### src/rtl/kamacore_memory_stage.sv
// Memory-access stage: turns execute bundles into aligned dmem requests and formatted load results.
// Optional macro KAMACORE_MISALIGN_TRAP_EN completes misaligned half/word accesses as one-cycle traps.
module kamacore_memory_stage #(
  parameter int CPU_WIDTH      = 32,
  parameter int REG_ADDR_WIDTH = 5
) (
  input  logic                      clk,
  input  logic                      rst,
  input  logic                      in_valid,
  input  logic [CPU_WIDTH-1:0]      in_alu_result,
  input  logic [CPU_WIDTH-1:0]      in_rs2_data,
  input  logic [REG_ADDR_WIDTH-1:0] in_destination_register,
  input  logic                      in_control_memory_read,
  input  logic                      in_control_memory_write,
  input  logic                      in_control_write_register,
  input  logic [1:0]                in_mem_size,
  input  logic                      in_mem_unsigned,
  output logic                      stall_out,
  output logic                      dmem_req,
  output logic                      dmem_we,
  output logic [CPU_WIDTH-1:0]      dmem_addr,
  output logic [CPU_WIDTH-1:0]      dmem_wdata,
  output logic [3:0]                dmem_wstrb,
  input  logic [CPU_WIDTH-1:0]      dmem_rdata,
  input  logic                      dmem_ack,
  output logic                      out_valid,
  output logic [REG_ADDR_WIDTH-1:0] out_destination_register,
  output logic                      out_control_write_register,
  output logic [CPU_WIDTH-1:0]      out_alu_result,
  output logic [CPU_WIDTH-1:0]      out_data_memory_result,
  output logic                      out_misaligned
);

  localparam logic [0:0] IDLE   = 1'b0;
  localparam logic [0:0] ACCESS = 1'b1;

  logic [0:0]                state;
  logic                      is_mem;
  logic                      trap;
  logic [1:0]                lane;
  logic [CPU_WIDTH-1:0]      store_wdata;
  logic [3:0]                store_wstrb;
  logic [CPU_WIDTH-1:0]      load_data;
  logic [7:0]                load_byte;
  logic [15:0]               load_half;

  // Fields of the outstanding access, kept until the ack arrives
  logic [1:0]                acc_lane;
  logic [1:0]                acc_size;
  logic                      acc_unsigned;
  logic                      acc_store;
  logic [REG_ADDR_WIDTH-1:0] acc_rd;
  logic                      acc_write_register;
  logic [CPU_WIDTH-1:0]      acc_alu_result;

  assign is_mem    = in_control_memory_read | in_control_memory_write;
  assign lane      = in_alu_result[1:0];
  assign stall_out = (state == ACCESS);

`ifdef KAMACORE_MISALIGN_TRAP_EN
  logic misaligned_access;
  logic misaligned_q;

  assign misaligned_access = ((in_mem_size == 2'b01) && in_alu_result[0]) ||
                             (in_mem_size[1] && (lane != 2'b00));
  assign trap              = is_mem & misaligned_access;
  assign out_misaligned    = misaligned_q;

  // The flag rides with out_valid: set only by a trap completion, cleared by any other one
  always_ff @(posedge clk) begin
    if (rst) begin
      misaligned_q <= 1'b0;
    end else if ((state == IDLE) && in_valid) begin
      misaligned_q <= trap;
    end else if ((state == ACCESS) && dmem_ack) begin
      misaligned_q <= 1'b0;
    end
  end
`else
  assign trap           = 1'b0;
  assign out_misaligned = 1'b0;
`endif

  always_comb begin
    store_wdata = in_rs2_data;
    store_wstrb = 4'b1111;
    case (in_mem_size)
      2'b00: begin
        store_wdata = {4{in_rs2_data[7:0]}};
        store_wstrb = 4'b0001 << lane;
      end
      2'b01: begin
        store_wdata = {2{in_rs2_data[15:0]}};
        store_wstrb = 4'b0011 << {in_alu_result[1], 1'b0};
      end
      default: begin
        store_wdata = in_rs2_data;
        store_wstrb = 4'b1111;
      end
    endcase
  end

  // Halves only look at addr[1]; a set addr[0] is ignored when not trapping
  always_comb begin
    load_byte = dmem_rdata[{acc_lane, 3'b000} +: 8];
    load_half = dmem_rdata[{acc_lane[1], 4'b0000} +: 16];
    case (acc_size)
      2'b00:   load_data = acc_unsigned ? {{(CPU_WIDTH-8){1'b0}}, load_byte}
                                        : {{(CPU_WIDTH-8){load_byte[7]}}, load_byte};
      2'b01:   load_data = acc_unsigned ? {{(CPU_WIDTH-16){1'b0}}, load_half}
                                        : {{(CPU_WIDTH-16){load_half[15]}}, load_half};
      default: load_data = dmem_rdata;
    endcase
  end

  always_ff @(posedge clk) begin
    if (rst) begin
      state                      <= IDLE;
      dmem_req                   <= 1'b0;
      dmem_we                    <= 1'b0;
      dmem_addr                  <= '0;
      dmem_wdata                 <= '0;
      dmem_wstrb                 <= 4'b0000;
      out_valid                  <= 1'b0;
      out_destination_register   <= '0;
      out_control_write_register <= 1'b0;
      out_alu_result             <= '0;
      out_data_memory_result     <= '0;
      acc_lane                   <= 2'b00;
      acc_size                   <= 2'b00;
      acc_unsigned               <= 1'b0;
      acc_store                  <= 1'b0;
      acc_rd                     <= '0;
      acc_write_register         <= 1'b0;
      acc_alu_result             <= '0;
    end else begin
      out_valid <= 1'b0;
      case (state)
        IDLE: begin
          if (in_valid) begin
            if (!is_mem || trap) begin
              out_valid                  <= 1'b1;
              out_destination_register   <= in_destination_register;
              out_control_write_register <= in_control_write_register & ~trap;
              out_alu_result             <= in_alu_result;
              out_data_memory_result     <= '0;
            end else begin
              // Write wins when both read and write are flagged
              state              <= ACCESS;
              dmem_req           <= 1'b1;
              dmem_we            <= in_control_memory_write;
              dmem_addr          <= {in_alu_result[CPU_WIDTH-1:2], 2'b00};
              dmem_wdata         <= in_control_memory_write ? store_wdata : '0;
              dmem_wstrb         <= in_control_memory_write ? store_wstrb : 4'b0000;
              acc_lane           <= lane;
              acc_size           <= in_mem_size;
              acc_unsigned       <= in_mem_unsigned;
              acc_store          <= in_control_memory_write;
              acc_rd             <= in_destination_register;
              acc_write_register <= in_control_write_register;
              acc_alu_result     <= in_alu_result;
            end
          end
        end
        ACCESS: begin
          if (dmem_ack) begin
            state                      <= IDLE;
            dmem_req                   <= 1'b0;
            out_valid                  <= 1'b1;
            out_destination_register   <= acc_rd;
            out_control_write_register <= acc_write_register;
            out_alu_result             <= acc_alu_result;
            out_data_memory_result     <= acc_store ? '0 : load_data;
          end
        end
        default: begin
          state <= IDLE;
        end
      endcase
    end
  end

endmodule

### config.mk
export PLATFORM = sky130hd
export DESIGN_NAME = kamacore_memory_stage
export DESIGN_NICKNAME = d
export VERILOG_FILES = /design/src/rtl/kamacore_memory_stage.sv
export SDC_FILE = /design/constraint.sdc
export NUM_CORES = 1
export LEC_CHECK = 0
export ABC_AREA = 1
export BUFFER_PORTS_ARGS = -buffer_cell sky130_fd_sc_hd__clkbuf_2
export CAP_MARGIN = 5
export CORE_ASPECT_RATIO = 1.1
export CORE_MARGIN = 8
export CORE_UTILIZATION = 46
export DETAILED_ROUTE_END_ITERATION = 10
export PLACE_DENSITY = 0.86
export SLEW_MARGIN = 20
export SYNTH_ARGS = -nofsm -noshare
export SYNTH_HDL_FRONTEND = slang
export SYNTH_SLANG_ARGS = --single-unit
export TNS_END_PERCENT = 10
### constraint.sdc
create_clock -name clk -period 2.52 [get_ports clk]
set_clock_uncertainty 0.1 [all_clocks]
set_input_delay 0.63 -clock clk [delete_from_list [all_inputs] [get_ports clk]]
set_output_delay 0.63 -clock clk [all_outputs]
set_load 0.02 [all_outputs]
# Yosys cells after proc, flatten, opt, wreduce, memory -nomap -nowiden
# Index checks and enable logic that the tools add are counted.
totals:
  regBits: 183
  input_bits: 111
  word_cells: 70
op_classes:
  eq_ne: 6
  n_shift: 4
  muxes: 36
  bitwise_logic: 2
  reduce_logical: 5
op_table:
  columns: ["op", "n"]
  rows:
  - ["2-to-1 mux 32 bit", 10]
  - ["case mux 32 bit (2 select lines)", 4]
  - ["indexed part select 32 x 6 -> 16 bit", 1]
  - ["indexed part select 32 x 6 -> 8 bit", 1]
  - ["2-to-1 mux 5 bit", 3]
  - ["2-to-1 mux 1 bit", 12]
  - ["case mux 5 bit (2 select lines)", 1]
  - ["AND reduction 3 bit", 3]
  - ["!= test 2 bit, second input constant", 4]
  - ["case mux 1 bit (2 select lines)", 4]
  - ["case mux 4 bit (2 select lines)", 1]
  - ["== test 2 x 1 -> 1 bit, second input constant", 2]
  - ["zero test 2 bit", 2]
  - ["2-to-1 mux 4 bit", 1]
  - ["left shift 1 x 2 -> 4 bit, first input constant", 1]
  - ["left shift 2 x 2 -> 4 bit, first input constant", 1]
  - ["inverter 1 bit", 1]
  - ["OR 1 bit", 1]

# Depth between registers and ports, before layout
logic_depth:
  ltp_word: 6
  ltp_mapped: 11

# Least setup slack after synthesis
# Ideal clock, no wire load.
synth_path:
  kind: "input to register"
  startpoint: "input in_mem_size[1]"
  endpoint: "register dmem_wdata[27]"
  setup_time_ns: 0.133
  arrival_ns: 1.536
  setup_slack_ns: 0.751
  stages: 8
  path_buffers: 2
  cell_sequence: "buf_2 -> inv_2 -> buf_2 -> nand2_1 -> o22ai_1 -> nor2_1 -> a21oi_1 -> nor2_1"
synth_via:
  elab_chain_len: 3
  word_cells_on_any_way: 4
  cone_classes: "eq/ne (1); mux (2); reduce/logical (1)"
synth_lines:
  columns: ["item", "line", "rtl"]
  rows:
  - ["from (decl)", "16", "input logic [1:0] in_mem_size,"]
  - ["== test 2 x 1 -> 1 bit or zero test 2 bit (tied branches)", "87", "case (in_mem_size)"]
  - ["case mux 32 bit (2 select lines) (*)", "87", null]
  - ["2-to-1 mux 32 bit (*)", "153", "dmem_wdata <= in_control_memory_write ? store_wdata : '0;"]
  - ["to (signal assigned)", "153", null]
  - ["to (decl)", "22", "output logic [CPU_WIDTH-1:0] dmem_wdata,"]
# Every way passes the cells marked *; elsewhere a longest branch is shown, timed or not.
# A chain may end at the register's enable or synchronous reset.

# Worst setup path after layout
layout_path:
  startpoint: "register acc_size[1]"
  endpoint: "register out_data_memory_result[27]"
layout_via:
  elab_chain_len: 5
  word_cells_on_any_way: 6
  cone_classes: "eq/ne (1); mux (4); reduce/logical (1)"
layout_lines:
  columns: ["item", "line", "rtl"]
  rows:
  - ["from (decl)", "49", "logic [1:0] acc_size;"]
  - ["from (signal assigned)", "156", "acc_size <= in_mem_size;"]
  - ["== test 2 x 1 -> 1 bit or zero test 2 bit (tied branches)", "107", "case (acc_size)"]
  - ["case mux 32 bit (2 select lines) (*)", "107", null]
  - ["2-to-1 mux 32 bit (*)", "173", "out_data_memory_result <= acc_store ? '0 : load_data;"]
  - ["2-to-1 mux 32 bit (*)", "166", "if (dmem_ack) begin"]
  - ["case mux 32 bit (2 select lines) (*)", "138", "case (state)"]
  - ["to (signal assigned)", "173", null]
  - ["to (decl)", "30", "output logic [CPU_WIDTH-1:0] out_data_memory_result,"]
# Every way passes the cells marked *; elsewhere a longest branch is shown, timed or not. The select of a mux whose other input is x is not followed.

==> qor.csv <==
stage,metric,value,unit
run_status,status,completed,
synth,Yosys reg bits,151,
synth,Post-Syn Instances,958,
sta,final worst-path cycle share,0.828,
floorplanning,area of the core,15000,um2
synth,cell taking the most area after synthesis,dfxtp_1,
drt,DR iter-0 viols,568,
clock_tree,CTS max path bufs,2,
job,number of max-cap violations,0,
global_route,GR Layer Usage met2,0.370,
cells_and_area,post-route cell area,8720,um2
synth,Synth area leaders,"dfxtp_1 (43%), nand2_1 (18%), a21oi_1 (7.5%)",
clock_tree,Resized Gates After CTS,0,
cells_and_area,n_diodes,0,
clock_tree,H-tree depth,4,
cells_and_area,layout cells sized above 1,0.313,
clock_tree,Clock Latency Late Sink,420,ps
drt,total wire length,21600,um
drt,drt pass-1 iters,5,
synth,top-area cell type share of the netlist area,0.430,
placement,PortBufs,250,
drt,Antenna Nets Post-Route,0,
synth,Yosys Warn Count,0,
sta,unrepaired setup endpoints after global routing,no,
synth,register area share after synthesis,0.430,
clock_tree,TritonCTS clock tree,done,
drt,DR WL/cell,16.0,um
global_route,GRT met3 Usage,0.0556,
sta,Hold Fails Final Rpt,0,
setup_path,Worst Path Arrival,2290,ps
synth,synthesized area,7030,um2
floorplanning,die area,19500,um2
placement,"Cell Area, Placed",8100,um2
sta,Final Setup Violations,0,
pwr,PwrDens,742,nW/um2
placement,RD Place Congestion,0.852,
setup_path,crit path capture type,flip-flop,
global_route,initial antenna violation count,0,
sta,Fin Hold WS,357,ps
clock_tree,root buf cell,clkbuf_16,
setup_path,CP Max Fanout,27,
clock_tree,Worst-path clk slew,60,ps
synth,"count leader, synth",nand2_1,
clock_tree,CTS sink count,151,
pwr,Pleak,3.96,nW
clock_tree,setup bufs post-CTS,0,
placement,pre-CTS setup slack,336,ps
global_route,busiest layer in global routing,met2,
cells_and_area,Layout Utilization,0.581,
clock_tree,CTS buffer count,17,
drt,vias,7040,
synth,number of flops mapped to enable cells by yosys,0,
global_route,pin count of the biggest net entering global routing,63,
floorplanning,die height,146,um
sta,Peak Freq,479,MHz
drt,# DRC,0,
sta,fin crit period,2090,ps
sta,setup TNS,0,ps
global_route,met1 usage,0.249,
sta,Slew Limit Fails,0,
setup_path,critical path class,reg2reg,
cells_and_area,Area Overhead vs Synth,24.0,%
setup_path,Worst EP required,2720,ps
synth,Yosys cell types,31,
cells_and_area,nets,1255,
synth,post-synthesis area per instance,7.34,um2
global_route,grt total ovfl,0,
sta,final worst slack,432,ps
global_route,first-pass GRT wire length,34500,um
sta,Slew @ Worst Pin,602,ps
sta,Slew headroom,0.598,
global_route,GRT Total Usage,0.216,
clock_tree,hold_buf cts,0,
drt,vias per std cell,5.21,
synth,ys flop type,dfxtp_1,
floorplanning,Top Ports,254,
setup_path,startpoint class of the critical path,flip-flop,
floorplanning,Starting Density,0.469,
synth,"top cells by count, synth","nand2_1 (340), dfxtp_1 (151), nor2_1 (113)",
floorplanning,die width,134,um
synth,"FFs w/ async S/R, synth",0,
worst_hold_path,path category of the worst min-delay check,in2reg,
floorplanning,num rows,47,
global_route,vias in the first global route,6787,
pwr,Max VDD drop,0.000442,V
placement,dpl hpwl,15200,um
==> layout by cell type, fill, tap and decap left out <==
master	instances
a211oi_1	4
a211oi_2	1
a21oi_1	105
a21oi_2	10
a311oi_1	8
a311oi_2	30
buf_12	3
buf_4	10
buf_6	1
bufinv_16	4
clkbuf_1	3
clkbuf_16	17
clkbuf_2	249
clkbuf_8	3
clkinv_2	2
clkinv_4	1
clkinvlp_4	2
conb_1	3
dfxtp_1	150
dfxtp_2	1
inv_1	16
inv_2	7
inv_4	1
nand2_1	339
nand2_2	13
nand2_4	3
nand3_1	17
nand3_4	1
nor2_1	113
nor2_2	1
nor2_4	1
nor2_8	1
o21ai_0	22
o21ai_1	6
o221ai_1	1
o22ai_1	7
==> path summary, 6_finish.rpt <==
path | from | slack, ps | endpoint | depth (start not counted)
min | in_alu_result[25] | 360 | acc_alu_result[25] | 3
max | acc_size[1] | 430 | out_data_memory_result[27] | 9
max reg2reg | acc_size[1] | 430 | out_data_memory_result[27] | 9
min reg2reg | acc_rd[2] | 360 | acc_rd[2] | 2
==> sequential cells by signal, indices dropped and copies added (netlist names) <==
name and cells:
out_destination_register 5, out_data_memory_result 32, dmem_req 1, out_valid 1, acc_rd 5, out_alu_result 32
acc_store 1, dmem_wdata 32, out_control_write_register 1, acc_lane 1, stall_out 1, acc_alu_result 31
acc_unsigned 1, dmem_wstrb 4, acc_size 2, acc_write_register 1
==> per-stage QoR <==
stage	power [W]	instances
finish	0.00647	1352
global placement	0.00378	1321
CTS	0.00651	1352
detailed placement	0.00380	1321
global route	0.00673	1352
floorplan	0.00347	960
==> final cells by class <==
class / instances / area [um2]
timing repair buffer: 263 / 1390
clock buffer: 23 / 478
fill: 1348 / 6280
tap: 196 / 245
sequential: 151 / 3020
inverter: 25 / 101
multi-input combinational: 686 / 3330
clock inverter: 8 / 145
==> kinds of logic after synthesis <==
group | Yosys count | synth area share
compound gates | 194 | 0.195
buf+inv | 123 | 0.0981
flops | 151 | 0.430
other cells | 1 | 0.000533
simple gates | 489 | 0.277
==> layer usage <==
layer | vias up | part of all wire
li1 | 3456 | -
met1 | 3258 | 0.40
met2 | 288 | 0.50
met3 | 38 | 0.075
met4 | 0 | 0.025
met5 | - | 0
==> power by group <==
part	internal, W	switching, W	leakage, nW
clock	0.00173	0.000980	0.299
sequential	0.00253	0.0000984	1.23
combinational	0.000369	0.000759	2.42
total	0.00463	0.00184	3.96
==> critical path, cell delays in order (launching register included) <==
cell and delay (ps):
dfxtp_1 600, clkinv_4 310, nand2_4 170, nor2_1 50
nand2_1 80, nand2_2 70, nand2_4 120, nand3_4 240
nand2_2 150, a21oi_2 60
No activity file was read; power rests on OpenSTA's default activity.
